--- config.mk ---
export PLATFORM = sky130hd
export DESIGN_NAME = dbuf_rd_ctrl
export DESIGN_NICKNAME = d
export VERILOG_FILES = /design/src/rtl/dbuf_rd_ctrl.sv
export SDC_FILE = /design/constraint.sdc
export NUM_CORES = 1
export LEC_CHECK = 0
export CORE_AREA = 10 10 402 404
export CTS_CLUSTER_DIAMETER = 40
export DETAILED_ROUTE_END_ITERATION = 8
export DIE_AREA = 0 0 412 414
export HOLD_SLACK_MARGIN = 0.08
export SLEW_MARGIN = 15
export SYNTH_ARGS = -nofsm -noshare
export SYNTH_HDL_FRONTEND = slang
export SYNTH_SLANG_ARGS = --single-unit
--- constraint.sdc ---
create_clock -name clk -period 27.5 [get_ports clk]
set_input_delay 5.5 -clock clk [delete_from_list [all_inputs] [get_ports clk]]
set_output_delay 5.5 -clock clk [all_outputs]
set_load 0.05 [all_outputs]
--- src/rtl/dbuf_rd_ctrl.sv ---
// Read-side controller of the packet double buffer. Drains the two banks of
// the buffer RAM in strict alternation, turns the RAM's one-cycle read latency
// into a valid/ready beat stream with a last flag, and hands each bank back to
// the writer once its final beat has been accepted.
module dbuf_rd_ctrl #(
  parameter int DATA_W = 512,
  parameter int ADDR_W = 10
) (
  input  logic              clk,
  input  logic              rst_n,
  input  logic              commit_i,
  input  logic              commit_bank_i,
  input  logic [ADDR_W-1:0] commit_len_i,
  output logic              release_o,
  output logic              release_bank_o,
  output logic              rden_b_o,
  output logic [ADDR_W-1:0] rdaddr_b_o,
  input  logic [DATA_W-1:0] rddata_i,
  output logic              m_valid_o,
  input  logic              m_ready_i,
  output logic [DATA_W-1:0] m_data_o,
  output logic              m_last_o,
  output logic              err_o
);

  localparam int                IDX_W   = ADDR_W - 1;
  localparam logic [ADDR_W-1:0] LEN_ONE = {{IDX_W{1'b0}}, 1'b1};
  localparam logic [ADDR_W-1:0] MAX_LEN = {1'b1, {IDX_W{1'b0}}};

  typedef enum logic [1:0] {IDLE, READ, DRAIN} state_e;

  state_e            state_q, state_d;
  logic [1:0]        pending_q, pending_d;
  logic [ADDR_W-1:0] len_q [2];
  logic              err_q;
  logic              commit_bad, commit_ok;
  logic              exp_bank_q, bank_q;
  logic [ADDR_W-1:0] blen_q, beat_cnt_q;
  logic              release_q, release_bank_q;
  logic              start, issue, last_issue, done;
  logic              rd_vld_q, rd_last_q;
  logic [DATA_W-1:0] fifo_data_q [2];
  logic [1:0]        fifo_last_q;
  logic              fifo_wptr_q, fifo_rptr_q;
  logic [1:0]        fifo_cnt_q;
  logic              fifo_head_vld, fifo_pop, push, pop, credit;
  logic [2:0]        occ;

  // Commit acceptance: a finishing drain frees its bank before a same-cycle
  // commit of that bank is judged, so the commit re-arms it cleanly.
  always_comb begin
    // NOTE: blocking '=' here so each statement sees the updates above it;
    // only clocked blocks use '<='.
    pending_d = pending_q;
    if (done) pending_d[bank_q] = 1'b0;
    commit_bad = commit_i & (pending_d[commit_bank_i] | (commit_len_i == '0) |
                             (commit_len_i > MAX_LEN));
    commit_ok  = commit_i & ~commit_bad;
    if (commit_ok) pending_d[commit_bank_i] = 1'b1;
  end

  // Pending flags, per-bank lengths and the sticky protocol error.
  always_ff @(posedge clk or negedge rst_n) begin
    if (!rst_n) begin
      pending_q <= '0;
      len_q[0]  <= '0;
      len_q[1]  <= '0;
      err_q     <= 1'b0;
    end else begin
      pending_q <= pending_d;
      if (commit_ok)  len_q[commit_bank_i] <= commit_len_i;
      if (commit_bad) err_q <= 1'b1;
    end
  end

  // FSM state register.
  always_ff @(posedge clk or negedge rst_n) begin
    if (!rst_n) state_q <= IDLE;
    else        state_q <= state_d;
  end

  // FSM next state: one idle cycle per bank gives the writer's registered
  // write path time to land before the first read.
  always_comb begin
    state_d = state_q;
    unique case (state_q)
      IDLE:    if (start)      state_d = READ;
      READ:    if (last_issue) state_d = DRAIN;
      DRAIN:   if (done)       state_d = IDLE;
      default:                 state_d = IDLE;
    endcase
  end

  // FSM outputs: bank start, read issue under credit, drain completion.
  always_comb begin
    // NOTE: every output gets a default first so no path infers a latch.
    start      = 1'b0;
    issue      = 1'b0;
    last_issue = 1'b0;
    done       = 1'b0;
    unique case (state_q)
      IDLE:  start = pending_q[exp_bank_q];
      READ: begin
        issue      = credit;
        last_issue = credit & (beat_cnt_q == blen_q - LEN_ONE);
      end
      DRAIN: done = pop & m_last_o;
      default: ;
    endcase
  end

  // Active bank, beat counter, bank alternation and the release pulse.
  always_ff @(posedge clk or negedge rst_n) begin
    if (!rst_n) begin
      exp_bank_q     <= 1'b0;
      bank_q         <= 1'b0;
      blen_q         <= '0;
      beat_cnt_q     <= '0;
      release_q      <= 1'b0;
      release_bank_q <= 1'b0;
    end else begin
      if (start) begin
        bank_q     <= exp_bank_q;
        blen_q     <= len_q[exp_bank_q];
        beat_cnt_q <= '0;
      end else if (issue) begin
        beat_cnt_q <= beat_cnt_q + LEN_ONE;
      end
      if (done) begin
        exp_bank_q     <= ~exp_bank_q;
        release_bank_q <= bank_q;
      end
      release_q <= done;
    end
  end

  // Read-return tracking: rddata_i is valid the cycle after a read issue.
  always_ff @(posedge clk or negedge rst_n) begin
    if (!rst_n) begin
      rd_vld_q  <= 1'b0;
      rd_last_q <= 1'b0;
    end else begin
      rd_vld_q  <= issue;
      rd_last_q <= last_issue;
    end
  end

  // The returning RAM word is offered directly when the FIFO is empty; it is
  // stored only if not taken in that same cycle. Credit counts it either way.
  assign fifo_head_vld = (fifo_cnt_q != 2'd0);
  assign pop           = m_valid_o & m_ready_i;
  assign fifo_pop      = pop & fifo_head_vld;
  assign push          = rd_vld_q & (fifo_head_vld | ~pop);
  assign occ           = {1'b0, fifo_cnt_q} + {2'b0, rd_vld_q} - {2'b0, pop};
  assign credit        = (occ < 3'd2);

  // FIFO pointers and occupancy.
  always_ff @(posedge clk or negedge rst_n) begin
    if (!rst_n) begin
      fifo_wptr_q <= 1'b0;
      fifo_rptr_q <= 1'b0;
      fifo_cnt_q  <= '0;
    end else begin
      if (push)     fifo_wptr_q <= ~fifo_wptr_q;
      if (fifo_pop) fifo_rptr_q <= ~fifo_rptr_q;
      fifo_cnt_q <= fifo_cnt_q + {1'b0, push} - {1'b0, fifo_pop};
    end
  end

  // FIFO storage.
  always_ff @(posedge clk) begin
    // NOTE: storage is not reset; the occupancy count alone decides validity.
    if (push) begin
      fifo_data_q[fifo_wptr_q] <= rddata_i;
      fifo_last_q[fifo_wptr_q] <= rd_last_q;
    end
  end

  assign m_valid_o      = fifo_head_vld | rd_vld_q;
  assign m_data_o       = fifo_head_vld ? fifo_data_q[fifo_rptr_q] :
                          (rd_vld_q ? rddata_i : '0);
  assign m_last_o       = fifo_head_vld ? fifo_last_q[fifo_rptr_q] :
                          (rd_vld_q & rd_last_q);
  assign rden_b_o       = issue;
  assign rdaddr_b_o     = {bank_q, beat_cnt_q[IDX_W-1:0]};
  assign release_o      = release_q;
  assign release_bank_o = release_bank_q;
  assign err_o          = err_q;

endmodule

Yosys cells after proc, flatten, opt, wreduce, memory -nomap -nowiden

Memories as Yosys holds them, arrays and structs flattened.
Index checks and enable logic that the tools add are counted.

Add/sub/neg operators: 6
Multiply operators: 0
Divide/modulo/power cells: 0
Order comparisons: 13
Eq/ne operators: 6
Shift operators: 0
Multiplexer cells: 36
Bitwise logic cells: 22
Reduce and logical (&&, ||, !) cells: 9

Operator list:

| operator                | number |
|---|---|
| $mux W512               | 2 |
| $mux W10                | 6 |
| $bwmux W20              | 1 |
| $mux W1                 | 16 |
| $add A10 B1 Y10 const B | 1 |
| $demux W10 S1           | 1 |
| $eq A10 B10 Y1          | 1 |
| $gt A10 B10 Y1 const B  | 1 |
| $logic_not A10 Y1       | 1 |
| $lt A1 B2 Y1 const B    | 5 |
| $mux W2                 | 5 |
| $sub A10 B1 Y10 const B | 1 |
| $and A1 B1 Y1           | 8 |
| $ne A2 B2 Y1 const B    | 3 |
| $pmux W2 S3             | 1 |
| $not A1 Y1              | 5 |
| $ge A2 B2 Y1 const B    | 2 |
| $logic_and A1 B1 Y1     | 4 |
| $not A1 Y2              | 2 |
| $or A1 B1 Y1            | 4 |
| $reduce_bool A2 Y1      | 2 |
| $add A2 B1 Y3           | 1 |
| $demux W1 S1            | 3 |
| $ge A1 B1 Y1 const B    | 3 |
| other kinds (13)        | 13 |

Register bits after elaboration: 57
Latch bits: 0
Bits in writable memories: 1,024
ROM bits: 0
Input port bits: 527
Memories kept: 1

Memories:

| name        | words | width | read ports | clocked after Yosys merged registers in | wr ports | line | RTL |
|---|---|---|---|---|---|---|---|
| fifo_data_q | 2     | 512   | 1          | 0                                       | 1        | 42   | `logic [DATA_W-1:0] fifo_data_q [2];` |

Longest topological paths before layout

Gate-level depths: netlist (run 1).

Word-level depth: 15
Depth in mapped cells: 12
Mapped depth without buffers: 11

Worst setup path before layout (run 1)

OpenSTA, ideal clock, no wires.

Kind: input-to-reg
From: in m_ready_i
To: mem fifo_data_q[0][0] (enable)
Arrival time: 26.884 ns
Data required time: 26.096 ns
Slack: -0.787 ns
Stages on the path: 3
Buffers on the path: 0
Cells stage by stage: nand2_1 > nand2_1 > nor2_1

Cells in the longest elaborated chain, start to end: 6

Ends and longest elaborated chain:

| what                          | line | RTL |
|---|---|---|
| from (decl)                   | 20   | `input logic m_ready_i,` |
| $and A1 B1 Y1                 | 151  | `assign pop = m_valid_o & m_ready_i;` |
| $not A1 Y1                    | 153  | `assign push = rd_vld_q & (fifo_head_vld \| ~pop);` |
| $or A1 B1 Y1                  | 153  |  |
| $and A1 B1 Y1                 | 153  |  |
| $mux W1                       | 173  | `if (push) begin` |
| $mux W1 (implied by the code) | 174  | `fifo_data_q[fifo_wptr_q] <= rddata_i;` |
| to (decl)                     | 42   |  |

No other way between the ends.

Final worst setup path (run 1)

From: in m_ready_i
To: out rden_b_o

Cells in the longest elaborated chain, start to end: 4

Ends and longest elaborated chain:

| what          | line | RTL |
|---|---|---|
| $and A1 B1 Y1 | 151  |  |
| $sub A3 B1 Y3 | 154  | `assign occ = {1'b0, fifo_cnt_q} + {2'b0, rd_vld_q} - {2'b0, pop};` |
| $lt A3 B2 Y1  | 155  | `assign credit = (occ < 3'd2);` |
| $mux W1       | 101  | `unique case (state_q)` |
| to (decl)     | 16   | `output logic rden_b_o,` |

No other way between the ends.

==> results of run 1 <==
## flip-flops by register name (all words and copies together) (netlist names), 2 cells and up
register and cells:
beat_cnt_q 10, blen_q 10, fifo_cnt_q 2, pending_q 2, state_q 2, len_q 20
fifo_data_q 1024, fifo_last_q 2
## cell families (layout without fill, tap and decap cells)
group           Yosys count  in the layout
flops                  1081           1081
simple gates            595            595
mux                     548            548
compound gates          538            538
buf+inv                 257           1422
xor+xnor                 27             27
fa+ha+maj                 6              6
other cells               0             10
## worst max-delay path, cell delays in order
cell             delay (ps)
clkdlybuf4s50_1         560
and2_1                  220
ha_1                    260
nand2b_1                160
fa_1                    430
xnor2_1                 200
and4_1                  430
clkdlybuf4s50_1         950
## placed cells by master, fill, tap and decap left out, types with 5 or more instances in the layout
cell type and instances:
o21ai_0 518, nor2_1 26, buf_4 42, nand3_1 516, nand4_1 7, xor2_1 13, mux2_1 10, ha_1 5
clkinvlp_4 22, clkinv_2 23, inv_1 9, inv_6 18, diode_2 10, clkinv_16 6, nand2_1 14, mux2_4 10
edfxtp_1 1026, clkbuf_1 18, dfrtp_1 53, a21oi_1 11, clkinv_4 11, bufinv_16 18, clkbuf_16 171, mux2i_1 526
clkdlybuf4s50_1 1053, xnor2_1 14, clkinv_1 21
## path summary, 6_finish.rpt
path	to	slack, ps
max	rden_b_o	13270
min in group asynchronous	err_o$_DFFE_PN0P_	4880
max in group asynchronous	fifo_rptr_q$_DFFE_PN0P_	22020
min reg2reg	fifo_last_q[1]$_DFFE_PP_	470
min	fifo_last_q[1]$_DFFE_PP_	470
max reg2reg	fifo_data_q[1][194]$_DFFE_PP_	21380
## where the power goes
part | total [mW] | switching [mW] | internal [mW] | leakage (nW)
sequential | 2.31 | 0.113 | 2.20 | 10.1
clock | 2.14 | 0.809 | 1.33 | 2.74
combinational | 4.50 | 3.21 | 1.30 | 8.86
## through the flow
stage / cell area (um^2) / worst slack (ps) / total power [mW] / hold WS [ps] / utilization
2_1_floorplan: 44800 / 7930 / 5.39 / 442 / -
3_3_place_gp: 57300 / 13200 / 6.87 / 456 / 0.374
3_5_place_dp: 57300 / 13280 / 6.88 / 467 / 0.374
4_1_cts: 63100 / 13280 / 9.05 / 477 / 0.412
5_1_grt: 63100 / 13190 / 9.31 / 493 / 0.412
6_report: 63100 / 13270 / 8.95 / 475 / 0.412
## per-layer routing
layer | vias to the layer above | global-route usage | wire length, um
met2 | 1144 | 0.295 | 77100
met5 | - | 0 | 77
met4 | 14 | 0.0479 | 4170
li1 | 13900 | - | -
met3 | 320 | 0.0574 | 12800
met1 | 14900 | 0.201 | 59500
## final cells by class
cell class | count | area, um^2
well taps | 2044 | 2560
multi-input cells | 1714 | 11600
flip-flops and latches | 1081 | 32200
clock inverters | 124 | 1420
inverters | 9 | 33.8
diodes | 10 | 25.0
clock buffers | 189 | 4350
fillers | 14100 | 90200
repair buffers | 1100 | 10900
==> run summary, run 1 <==
Sequential area share after synthesis - 0.718
Drt wl/cell - 24.5 um
Ports - 1055
Synth top cells by count - edfxtp_1 (1026), mux2i_1 (526), o21ai_0 (518)
CTS Hold Bufs - 0
Initial Util - 0.292
Synth top area share - 0.688
Status - finished clean
Gr ovfl total - 0
WL final - 154000 um
Most frequent cell after synthesis - edfxtp_1
First-pass GRT wire length - 217000 um
Core box area - 153000 um^2
Synth Instances - 3052
CTS Root Cell - clkbuf_16
Routed Antenna Nets - 0
Simple-Gate Fraction of Synth Area - 0.0668
PortBufs - 1054
Post-route insts no fill - 6271
Slew @ Worst Pin - 1050 ps
Peak supply drop - 0.0900 mV
DPL Wire Length - 107000 um
Mapped Area - 44800 um^2
Die Y - 414 um
Worst r2r src - rd_vld_q$_DFF_PN0_
Cell Pwr Density - 142 nW/um^2
Hold Path Stages - 0
Pin count of the biggest net entering global routing - 223
CTS tree - done
EDFF count, synth - 1026
Yosys warns - 0
DRC violations left - 0
Critical Path Source - m_ready_i
Final net count - 4607
Post-synthesis xor/xnor area fraction - 0.00528
Post-route clock period utilization - 0.517
Via density per instance - 4.83
Post-synthesis net count - 3585
Crit. End Element - output port
First DRT Iteration DRCs - 2439
Largest family of logic cells by synthesized area - multiplexers
Die Span X - 412 um
Gpl congestion - 0.866
Min cycle time layout - 14230 ps
CTS buffer count - 168
Yosys cell types - 44
Final setup vio count - 0
Max clock buf depth - 3
CP required - 22000 ps
Htree depth - 4
Critical path class - input port to output port
Ys flop type - edfxtp_1
Aggregate negative setup slack - 0 ps
Drt first pass iters - 6
Top cell type by total area after synthesis - edfxtp_1
Synth Area in Compound Gates - 0.0606
Area grow syn2layout - 40.9%
Gr usage total - 0.171
Worst-path clk slew - 40 ps
Max-slew headroom - 0.298
Number of global-route vias before repair - 29800
Mean Syn Cell Area - 14.7 um^2
Clk_skew - 64.0 ps
RSZ-0062 raised after global routing - no
Hold Fails Final Rpt - 0
Worst setup SP type - input port
Crit path arrival time - 8730 ps
Area contributors post-synth - edfxtp_1 (69%), mux2i_1 (12%), o21ai_0 (5.8%), nand3_1 (5.8%), dfrtp_1 (3.1%)
Fmax - 70.3 MHz
Initial antenna violation count - 72
Share of cells above drive strength 1 - 0.0813
Resize count post-CTS - 0
Synthesized flop and latch total - 1081
Via count - 30300
Inst Count DP - 5948
Later-pin clock latency in the skew report - 770 ps
Max_cap viols - 0
Postcts setup bufs - 0
Reg2Reg Depth - 6
CP Max Fanout - 9
Clock Sink Count - 1081
Hold WC Path Type - flop to flop
Hold Startpoint - rd_last_q$_DFF_PN0_
Mux cell area share after synthesis - 0.124
Leak - 21.7 nW
Fraction of registers with async set or reset after synthesis - 0.0509
Num rows - 144
Slew Limit Fails - 0
Synth Area in Adders - 0.00184
Die footprint - 171000 um^2
No activity file was read; power rests on OpenSTA's default activity.
==> run 2, diff against run 1 <==
Clock period 27.5 ns to 13.1 ns, I/O delays scaled along.
==> run 2 against run 1 <==
  * Non-clock buffer count fell by 14
  * Critical path depth did not move
  * Combinational power grew 110%
  * Hold slack gained 7.5 ps
  * Flip-flop and latch count unchanged
  * Clock power up 120%
  * Routed wire length fell by 1.6%
  * Register-to-register slack lost 13000 ps
  * Sequential share of layout area fell by 0.22 points
  * Final cell count about the same
==> run summary, run 2 (synthesized netlist as in run 1, its figures left out) <==
Gr usage total - 0.169
Aggregate negative setup slack - 0 ps
Hold Path Stages - 1
Critical Path Source - m_ready_i
CTS buffer count - 170
Crit. End Element - output port
Seq pwr share - 0.257
Clk_skew - 62.9 ps
Switch Pwr - 8.71 mW
Hold WC Path Type - flop to flop
Via count - 29900
First DRT Iteration DRCs - 2140
Status - finished clean
Htree depth - 4
Commonest non-fill, non-tap cell in the layout - clkdlybuf4s50_1
Pwr Total - 18.9 mW
Core box area - 153000 um^2
Die footprint - 171000 um^2
Slew Limit Fails - 0
CP Max Fanout - 9
Biggest register - fifo_data_q
Hold Fails Final Rpt - 0
Post-route clock period utilization - 0.653
Post-route insts no fill - 6266
Max clock buf depth - 3
Hold Startpoint - len_q[6]$_DFFE_PN0P_
Initial Util - 0.292
Drt wl/cell - 24.1 um
Gpl congestion - 0.885
Critical path class - input port to output port
Number of global-route vias before repair - 29600
WL final - 151000 um
DRC violations left - 0
Most frequent cells in the layout - clkdlybuf4s50_1 (1053), edfxtp_1 (1026), mux2i_1 (526)
DPL Wire Length - 104000 um
Clock Sink Count - 1081
Max reg flops - 1024
RSZ-0062 raised after global routing - no
Final setup vio count - 0
Postcts setup bufs - 0
First-pass GRT wire length - 216000 um
Largest registers - fifo_data_q (1024), len_q (20)
CTS tree - done
Pin count of the biggest net entering global routing - 215
Initial antenna violation count - 65
Via density per instance - 4.77
Routed Antenna Nets - 0
Design area - 63400 um^2
Die Span X - 412 um
Max_cap viols - 0
CP required - 10480 ps
PortBufs - 1054
CTS Root Cell - clkbuf_16
Ports - 1055
Slew @ Worst Pin - 1160 ps
CTS Hold Bufs - 0
Worst setup SP type - input port
Sw frac - 0.460
Leak - 21.8 nW
Later-pin clock latency in the skew report - 780 ps
Drt first pass iters - 5
DP Area - 57400 um^2
Max-slew headroom - 0.216
Fmax - 117 MHz
Reg2Reg Depth - 4
Resize count post-CTS - 0
Gr ovfl total - 0
Share of cells above drive strength 1 - 0.0835
Inst Count DP - 5934
Die Y - 414 um
Comb power frac - 0.498
Worst-path clk slew - 50 ps
Int Pwr - 10.2 mW
Num rows - 144
Crit path arrival time - 5930 ps
Final net count - 4595
Min cycle time layout - 8550 ps
Peak supply drop - 0.199 mV
Area grow syn2layout - 41.5%
Cell Pwr Density - 299 nW/um^2
Part of the power in the clock network - 0.244
Worst r2r src - rd_vld_q$_DFF_PN0_
## run 2: changes by cell type in the layout (fill, tap and decap cells not counted), moves of 2 or more
cell and change:
buf_4 -24, clkbuf_1 -12, inv_8 +5, clkinv_1 -8
diode_2 +7, clkinv_4 +8, inv_6 +2, buf_12 +10
clkbuf_16 +3, bufinv_16 +2, clkbuf_8 +3
## run 2: worst paths after layout
check | endpoint | slack, ps
min | len_q[6]$_DFFE_PN0P_ | 480
max reg2reg | fifo_data_q[1][160]$_DFFE_PP_ | 8410
min reg2reg | len_q[6]$_DFFE_PN0P_ | 480
max in group asynchronous | rd_vld_q$_DFF_PN0_ | 10530
min in group asynchronous | len_q[15]$_DFFE_PN0P_ | 1990
max | rden_b_o | 4550
## run 2: critical path: stages
cell	delay [ps]
clkdlybuf4s50_1	590
and2_1	230
ha_1	260
nand2b_1	170
fa_1	460
xnor2_1	200
and4_1	430
clkdlybuf4s50_1	960
## run 2: layout make-up
type	instances	area (um^2)
Multi-Input combinational cell	1714	11600
Clock inverter	132	1590
Inverter	9	33.8
Timing Repair Buffer	1086	11000
Clock buffer	183	4420
Fill cell	14000	89900
Tap cell	2044	2560
Antenna cell	17	42.5
Sequential cell	1081	32200
## run 2: power by group through the flow
stage | clock, mW | combinational [mW] | sequential, mW
after global placement | 0 | 9.52 | 4.91
after detailed placement | 0 | 9.52 | 4.94
after floorplan | 0 | 6.09 | 5.01
after global routing | 4.89 | 9.88 | 4.94
final | 4.63 | 9.45 | 4.87
after CTS | 4.73 | 9.54 | 4.88
## run 2: stage by stage
stage / hold slack, ps / worst slack, ps / utilization
finish: 482 / 4550 / 0.414
detailed placement: 475 / 4540 / 0.374
CTS: 487 / 4550 / 0.413
global placement: 457 / 4560 / 0.374
global route: 504 / 4410 / 0.413
floorplan: 442 / 2210 / -
## run 2: layer usage
metal,GRT usage,share of wire,vias to the layer above
met4,0.0525,0.030,16
met1,0.199,0.38,14600
met3,0.0609,0.089,290
met2,0.287,0.50,1099
li1,-,-,13900
met5,0,0.00077,-
